## config.mk

```make
export PLATFORM = sky130hd
export DESIGN_NAME = pool_unit_flat
export DESIGN_NICKNAME = d
export VERILOG_FILES = /design/src/rtl/pool_pkg.sv /design/src/rtl/pool_unit_if.sv /design/src/rtl/seq_div.sv /design/src/rtl/pool_unit.sv /design/src/flat_wrapper.sv
export SDC_FILE = /design/constraint.sdc
export NUM_CORES = 1
export LEC_CHECK = 0
export ABC_AREA = 0
export CAP_MARGIN = 25
export CORE_MARGIN = 3
export CORE_UTILIZATION = 40
export CTS_CLUSTER_DIAMETER = 40
export DETAILED_ROUTE_END_ITERATION = 16
export GPL_ROUTABILITY_DRIVEN = 0
export GPL_TIMING_DRIVEN = 0
export REMOVE_ABC_BUFFERS = 1
export SLEW_MARGIN = 20
export SYNTH_ARGS = -nofsm -noshare
export SYNTH_HDL_FRONTEND = slang
export SYNTH_SLANG_ARGS = --single-unit
```

## constraint.sdc

```tcl
create_clock -name clk -period 5.2 [get_ports clk]
set_input_delay 0.78 -clock clk [delete_from_list [all_inputs] [get_ports clk]]
set_output_delay 0.78 -clock clk [all_outputs]
set_load 0.02 [all_outputs]
```

## src/rtl/pool_pkg.sv

```systemverilog
// Shared types and helpers for the multi-lane pooling stage.
package pool_pkg;

  typedef enum logic [1:0] {
    ACC = 2'd0,
    DIV = 2'd1,
    OUT = 2'd2
  } state_t;

  localparam logic MODE_AVG = 1'b0;
  localparam logic MODE_MAX = 1'b1;

  // Accumulator width: one activation plus growth for summing win_max samples.
  function automatic int acc_width(input int act_w, input int win_max);
    return act_w + $clog2(win_max);
  endfunction

  // Effective window length: 0 is treated as 1, anything above win_max saturates.
  function automatic logic [7:0] clip_win(input logic [7:0] w, input int win_max);
    if (w == 8'd0) return 8'd1;
    if (int'(w) > win_max) return 8'(win_max);
    return w;
  endfunction

endpackage

```

## src/rtl/pool_unit_if.sv

```systemverilog
// Stream, configuration and status signals of the pooling stage.
interface pool_unit_if #(
  parameter int ACT_W = 8,
  parameter int CH    = 4
);
  logic                  cfg_mode;
  logic [7:0]            cfg_win;
  logic                  in_valid;
  logic                  in_ready;
  logic [CH*ACT_W-1:0]   in_data;
  logic                  out_valid;
  logic                  out_ready;
  logic [CH*ACT_W-1:0]   out_data;
  logic                  busy;

  modport master (
    output cfg_mode, cfg_win, in_valid, in_data, out_ready,
    input  in_ready, out_valid, out_data, busy
  );

  modport slave (
    input  cfg_mode, cfg_win, in_valid, in_data, out_ready,
    output in_ready, out_valid, out_data, busy
  );
endinterface

```

## src/rtl/seq_div.sv

```systemverilog
// Unsigned restoring divider, one quotient bit per clock.
// The start cycle already performs the first step, and the final quotient is
// presented combinationally in the cycle where done is high, so back-to-back
// divisions take exactly ACC_W cycles each with no idle gap.
module seq_div #(
  parameter int ACC_W = 14
) (
  input  logic             clk,
  input  logic             rst,
  input  logic             start,
  input  logic [ACC_W-1:0] dividend,
  input  logic [ACC_W-1:0] divisor,
  output logic             done,
  output logic [ACC_W-1:0] quotient
);
  localparam int CNT_W = $clog2(ACC_W) + 1;

  logic             running;
  logic [CNT_W-1:0] cnt_q;
  logic [CNT_W-1:0] cnt_cur;
  logic [ACC_W-1:0] rem_q, quo_q;
  logic [ACC_W-1:0] a_rem, a_quo, shifted, rem_nxt;
  logic [ACC_W:0]   diff;
  logic             step;
  // Remainder stays below the divisor, so its top bit is always zero.
  logic             unused_rem_msb;

  assign unused_rem_msb = a_rem[ACC_W-1];

  // One restoring step on either fresh operands (start) or the running state.
  always_comb begin
    a_rem    = start ? '0 : rem_q;
    a_quo    = start ? dividend : quo_q;
    cnt_cur  = start ? '0 : cnt_q;
    shifted  = {a_rem[ACC_W-2:0], a_quo[ACC_W-1]};
    diff     = {1'b0, shifted} - {1'b0, divisor};
    rem_nxt  = diff[ACC_W] ? shifted : diff[ACC_W-1:0];
    quotient = {a_quo[ACC_W-2:0], ~diff[ACC_W]};
    step     = start || running;
    done     = step && (cnt_cur == CNT_W'(ACC_W - 1));
  end

  // Step counter and run flag.
  always_ff @(posedge clk) begin
    if (rst) begin
      running <= 1'b0;
      cnt_q   <= '0;
    end else if (step) begin
      running <= !done;
      cnt_q   <= cnt_cur + CNT_W'(1);
    end
  end

  // Partial remainder and dividend/quotient shift register.
  always_ff @(posedge clk) begin
    if (step) begin
      rem_q <= rem_nxt;
      quo_q <= quotient;
    end
  end
endmodule

```

## src/rtl/pool_unit.sv

```systemverilog
// Multi-lane pooling stage: per-lane signed average or maximum over a
// runtime-configurable window, with valid/ready flow control.
module pool_unit
  import pool_pkg::*;
#(
  parameter int ACT_W   = 8,
  parameter int CH      = 4,
  parameter int WIN_MAX = 64
) (
  input  logic       clk,
  input  logic       rst,
  pool_unit_if.slave bus
);
  localparam int ACC_W  = acc_width(ACT_W, WIN_MAX);
  localparam int LANE_W = (CH > 1) ? $clog2(CH) : 1;

  state_t                  state_q, state_d;
  logic [7:0]              cnt_q;
  logic                    mode_q;
  logic [7:0]              win_q;
  logic [LANE_W-1:0]       lane_q;
  logic                    div_start_q;
  logic [CH*ACT_W-1:0]     out_q;
  logic signed [ACC_W-1:0] acc_q   [CH];
  logic signed [ACC_W-1:0] acc_nxt [CH];
  logic signed [ACC_W-1:0] sext    [CH];
  logic [CH*ACT_W-1:0]     max_pack;

  logic                    fire, first, last, mode_eff;
  logic [7:0]              win_eff;

  logic signed [ACC_W-1:0] div_sel;
  logic [ACC_W-1:0]        div_mag, div_den, div_quo;
  logic                    div_done;
  logic [ACT_W-1:0]        quo_lo, div_res;
  // The quotient magnitude never exceeds 2^(ACT_W-1), so only the low bits matter.
  logic                    unused_quo_hi;

  assign bus.in_ready  = (state_q == ACC) && !rst;
  assign bus.out_valid = (state_q == OUT);
  assign bus.out_data  = out_q;
  assign bus.busy      = (state_q != ACC) || (cnt_q != 8'd0);

  assign fire     = bus.in_valid && bus.in_ready;
  assign first    = (cnt_q == 8'd0);
  assign mode_eff = first ? bus.cfg_mode : mode_q;
  assign win_eff  = first ? clip_win(bus.cfg_win, WIN_MAX) : win_q;
  assign last     = fire && ((cnt_q + 8'd1) == win_eff);

  // Per-lane accumulate / running-max update for the beat on the bus.
  always_comb begin
    max_pack = '0;
    for (int k = 0; k < CH; k++) begin
      sext[k] = {{(ACC_W-ACT_W){bus.in_data[k*ACT_W+ACT_W-1]}}, bus.in_data[k*ACT_W +: ACT_W]};
      acc_nxt[k] = acc_q[k];
      if (first)
        acc_nxt[k] = sext[k];
      else if (mode_eff == MODE_AVG)
        acc_nxt[k] = acc_q[k] + sext[k];
      else if (sext[k] > acc_q[k])
        acc_nxt[k] = sext[k];
      max_pack[k*ACT_W +: ACT_W] = acc_nxt[k][ACT_W-1:0];
    end
  end

  // Divide the magnitude, then restore the sign: truncation toward zero.
  assign div_sel       = acc_q[lane_q];
  assign div_mag       = div_sel[ACC_W-1] ? -div_sel : div_sel;
  assign div_den       = ACC_W'(win_q);
  assign quo_lo        = div_quo[ACT_W-1:0];
  assign div_res       = div_sel[ACC_W-1] ? -quo_lo : quo_lo;
  assign unused_quo_hi = ^div_quo[ACC_W-1:ACT_W];

  seq_div #(.ACC_W(ACC_W)) u_div (
    .clk      (clk),
    .rst      (rst),
    .start    (div_start_q),
    .dividend (div_mag),
    .divisor  (div_den),
    .done     (div_done),
    .quotient (div_quo)
  );

  // Next-state logic: ACC collects a window, DIV divides lane by lane, OUT waits for the consumer.
  always_comb begin
    state_d = state_q;
    case (state_q)
      ACC: if (last) state_d = (mode_eff == MODE_AVG) ? DIV : OUT;
      DIV: if (div_done && (lane_q == LANE_W'(CH - 1))) state_d = OUT;
      OUT: if (bus.out_ready) state_d = ACC;
      default: state_d = ACC;
    endcase
  end

  // State register.
  always_ff @(posedge clk) begin
    if (rst) state_q <= ACC;
    else     state_q <= state_d;
  end

  // Window bookkeeping, accumulators, lane sequencing and the result register.
  always_ff @(posedge clk) begin
    if (rst) begin
      cnt_q       <= 8'd0;
      mode_q      <= MODE_AVG;
      win_q       <= 8'd1;
      lane_q      <= '0;
      div_start_q <= 1'b0;
      out_q       <= '0;
      for (int k = 0; k < CH; k++) acc_q[k] <= '0;
    end else begin
      div_start_q <= 1'b0;
      case (state_q)
        ACC: if (fire) begin
          for (int k = 0; k < CH; k++) acc_q[k] <= acc_nxt[k];
          if (first) begin
            mode_q <= bus.cfg_mode;
            win_q  <= win_eff;
          end
          if (last) begin
            cnt_q  <= 8'd0;
            lane_q <= '0;
            if (mode_eff == MODE_AVG) div_start_q <= 1'b1;
            else                      out_q       <= max_pack;
          end else begin
            cnt_q <= cnt_q + 8'd1;
          end
        end
        DIV: if (div_done) begin
          out_q[lane_q*ACT_W +: ACT_W] <= div_res;
          if (lane_q != LANE_W'(CH - 1)) begin
            lane_q      <= lane_q + LANE_W'(1);
            div_start_q <= 1'b1;
          end
        end
        default: ;
      endcase
    end
  end
endmodule

```

## src/flat_wrapper.sv

```systemverilog
// flat-port wrapper written by rule: the top's interface ports become plain ports
module pool_unit_flat import pool_pkg::*;
#(
  parameter int ACT_W   = 8,
  parameter int CH      = 4,
  parameter int WIN_MAX = 64
)
  (clk, rst, bus_cfg_mode, bus_cfg_win, bus_in_valid, bus_in_data, bus_out_ready, bus_in_ready, bus_out_valid, bus_out_data, bus_busy);
  pool_unit_if #(.ACT_W(ACT_W), .CH(CH)) bus_i ();
  input  logic clk;
  input  logic rst;
  input wire logic [$bits(bus_i.cfg_mode)-1:0] bus_cfg_mode;
  input wire logic [$bits(bus_i.cfg_win)-1:0] bus_cfg_win;
  input wire logic [$bits(bus_i.in_valid)-1:0] bus_in_valid;
  input wire logic [$bits(bus_i.in_data)-1:0] bus_in_data;
  input wire logic [$bits(bus_i.out_ready)-1:0] bus_out_ready;
  output wire logic [$bits(bus_i.in_ready)-1:0] bus_in_ready;
  output wire logic [$bits(bus_i.out_valid)-1:0] bus_out_valid;
  output wire logic [$bits(bus_i.out_data)-1:0] bus_out_data;
  output wire logic [$bits(bus_i.busy)-1:0] bus_busy;
  assign bus_i.cfg_mode = bus_cfg_mode;
  assign bus_i.cfg_win = bus_cfg_win;
  assign bus_i.in_valid = bus_in_valid;
  assign bus_i.in_data = bus_in_data;
  assign bus_i.out_ready = bus_out_ready;
  assign bus_in_ready = bus_i.in_ready;
  assign bus_out_valid = bus_i.out_valid;
  assign bus_out_data = bus_i.out_data;
  assign bus_busy = bus_i.busy;
  pool_unit #(.ACT_W(ACT_W), .CH(CH), .WIN_MAX(WIN_MAX)) u_core (.clk(clk), .rst(rst), .bus(bus_i));
endmodule
```

==> summary.txt <==
Timing
  – Worst Tran Pin Value: 1080 ps
  – Post-layout minimum cycle time: 4980 ps
  – Slew margin rel.: 0.275
  – Max-slew violations: 0
  – Setup Skew: 10.9 ps
  – Final Hold Vio Count: 0
  – Setup violators final: 0
  – Final worst path period share: 0.958
  – Achievable Freq: 0.201 GHz

Global routing
  – Global-route wire length before repair: 54.9 mm
  – Total track usage: 0.207
  – Largest net degree at the start of global routing: 59
  – Initial antenna violation count: 0
  – Overflow after GRT: 0
  – Vias in the first global route: 10105

Worst setup path
  – Crit path DAT: 5320 ps
  – CP required: 5540 ps
  – RR Endpoint: u_core.bus.out_data[6]$_SDFFE_PP0P_
  – Internal reg-to-reg setup slack: 220 ps
  – Crit Path Max Fanout: 4
  – WS Path Type: flop to flop
  – Reg-to-reg startpoint: u_core.acc_q[3][4]$_SDFFCE_PN0P_
  – Startpoint types: flop
  – R2r worst-path depth: 22
  – Worst setup EP type: flop

Routing
  – DR DRC count: 0
  – Iteration-0 DRC Markers: 922
  – Average wire per standard cell: 18.9 um
  – DRT Pass-1 Iters: 5
  – Routed Antenna Nets: 0
  – WL final: 35.4 mm
  – Routed via count: 10877
  – Vias per inst: 5.79

Synthesis
  – Post-synth top cells: 137 x inv_1, 127 x ha_1, 116 x nor2_1
  – Distinct cell type count after synthesis: 89
  – Largest area contributor in the netlist: edfxtp_1
  – YS warnings: 0
  – Count leader, synth: inv_1
  – Ys async rst share: 0
  – Top FF cell, synth: edfxtp_1
  – Sequential area share after synthesis: 0.302
  – EDFF count, synth: 83
  – Cell Area, Synth: 0.0124 mm2
  – Post-synthesis cell count: 1409
  – Post-synth top area share: 0.202
  – Post-Syn Area per Cell: 8.78 um2
  – Dominant cells by area after synthesis: edfxtp_1 20%, ha_1 13%, dfxtp_1 10%
  – FF+latch count, synth: 145

Clock tree
  – Clk buf depth: 2
  – CTS tree: yes
  – H-tree Lvls: 4
  – CTS clk-pin slew, worst paths: 70 ps
  – Num CTS Buffers: 17
  – # clock sinks: 145
  – Cts hold-fix bufs: 0
  – Clk root buf: clkbuf_16
  – Skew-Pair Late Insertion Delay: 430 ps

Min path
  – Hold depth: 2
  – Worst hold start: u_core.win_q[3]$_SDFFE_PP0P_
  – Worst Hold Class: flop to flop
  – WHS Endpoint: u_core.win_q[3]$_SDFFE_PP0P_

Place
  – Port Buf Inserts: 79
  – Hpwl dp: 26.1 mm
  – Post-DP Area: 0.0135 mm2

Status
  – Outcome: complete, no violations

Cells and area
  – Share of layout cells above drive strength 1: 0.0834
  – Ant diodes: 0
  – Final Instance Area: 0.0143 mm2
  – Nets: 1651
  – Area growth, synth to finish: 15.3%

Floorplanning
  – Area of the core: 0.0300 mm2
  – Die Span X: 182 um
  – Row count: 63
  – Die ar.: 0.0331 mm2
  – IO Count: 80
  – DIE HEIGHT: 182 um
  – Initial Util: 0.412

Flow run
  – Maxcap violations: 0

Power
  – Maximum vdd drop: 0.000195 V
  – LEAKAGE: 5.57 nW
  – Pwr Total: 0.00401 W
  – Power per cell area: 281 mW/mm2
## power by group
group	internal [W]	total, W	switching [W]
sequential	0.00130	0.00138	0.0000844
combinational	0.000566	0.00142	0.000850
clock	0.000673	0.00121	0.000533
## critical path: stages, from the launching register on
cell	delay, ps
edfxtp_1	450
mux4_2	560
or2_4	310
nor4_4	320
nand2_2	120
nor3_1	250
a21oi_1	120
ha_2	250
fa_1	400
nand2b_4	160
a21oi_2	130
o21ai_0	90
nand2b_1	130
nand3_2	120
nand2_4	110
clkinvlp_4	110
ha_1	200
nand3_1	100
o31ai_1	110
xor2_2	260
buf_4	180
nand2b_1	150
a311oi_1	260
## final cells by class
cell class / count / area, um2
fillers: 2840 / 15800
multi-input cells: 1071 / 7920
flip-flops and latches: 145 / 3740
repair buffers: 101 / 1020
inverters: 137 / 518
well taps: 390 / 488
clock buffers: 20 / 478
clock inverters: 12 / 91.3
repair inverters: 1 / 5.00
## per-layer routing
metal  vias to the layer above  wire length (um)  track usage
met4                         0               820       0.0631
met5                         -                 0            0
met1                      5181             16600        0.301
met3                        45              2470       0.0302
met2                       382             15600        0.317
li1                       5269                 -            -
## flip-flops by register name (all words and copies together) (netlist names), named ones only
register	flops
u_core.acc_q	56
u_core.bus.out_data	32
u_core.cnt_q	8
u_core.div_start_q	1
u_core.lane_q	2
u_core.mode_q	1
u_core.state_q	2
u_core.u_div.cnt_q	5
u_core.u_div.quo_q	14
u_core.u_div.rem_q	13
u_core.u_div.running	1
u_core.win_q	8
## cell families after synthesis
family,share of synthesized area
AND/OR/NAND/NOR,0.184
AO/OA/AOI/OAI,0.215
buffers and inverters,0.0671
flip-flops,0.302
adder cells (fa/ha/maj),0.137
XOR/XNOR,0.0496
multiplexers,0.0456
## stage by stage
stage / cells / utilization / hold slack, ps / TNS (ps) / worst slack (ps)
detailed placement: 1829 / 0.448 / 448 / -23820 / -1180
finish: 1877 / 0.475 / 458 / 0 / 218
global placement: 1822 / 0.444 / 444 / -122350 / -1820
floorplan: 1353 / - / 430 / 0 / 270
global route: 1877 / 0.475 / 476 / -23.0 / -15.1
CTS: 1869 / 0.471 / 457 / 0 / 17.5
## cell usage in the layout (no fill, tap or decap), drive strengths merged, types with 7 or more instances in the layout
cell type and instances:
o31ai 26, nor2b 30, nand2b 23, buf 23, a211oi 21, and3 14, a311oi 23, o22ai 25
mux4 14, o21ai 53, mux2i 17, a221oi 9, nor2 117, o211ai 8, a31oi 8, and2 21
xor2 25, xnor2 45, nand2 113, a21o 13, nor3 39, nand4 14, and4 7, inv 144
clkdlybuf4s50 78, o21bai 20, o2111a 7, edfxtp 83, nor3b 7, or2 7, ha 127, clkbuf 20
dfxtp 62, a21oi 106, or3 14, nand3 28, o2111ai 7
## repair_timing
action | in CTS | in global routing
endpoints found under the setup margin | 35 | 25
gates resized for setup | 13 | 12
pin swaps | 1 | 5
setup buffers | 7 | 8
cloned | 1 | 0
## worst max-delay path by stage
| stage | from | slack (ps) | end |
|---|---|---|---|
| after floorplan | flop | 270 | u_core.bus.out_data[28]$_SDFFE_PP0P_ |
| after global placement | rst | -1820 | u_core.cnt_q[5]$_SDFFE_PP0P_ |
| after detailed placement | flop | -1180 | u_core.bus.out_data[28]$_SDFFE_PP0P_ |
| after CTS | flop | 20 | u_core.bus.out_data[28]$_SDFFE_PP0P_ |
| after global routing | flop | -20 | u_core.bus.out_data[6]$_SDFFE_PP0P_ |
| final | u_core.acc_q[3][4]$_SDFFCE_PN0P_ | 220 | u_core.bus.out_data[6]$_SDFFE_PP0P_ |
Power figures use the tool's default switching activity.
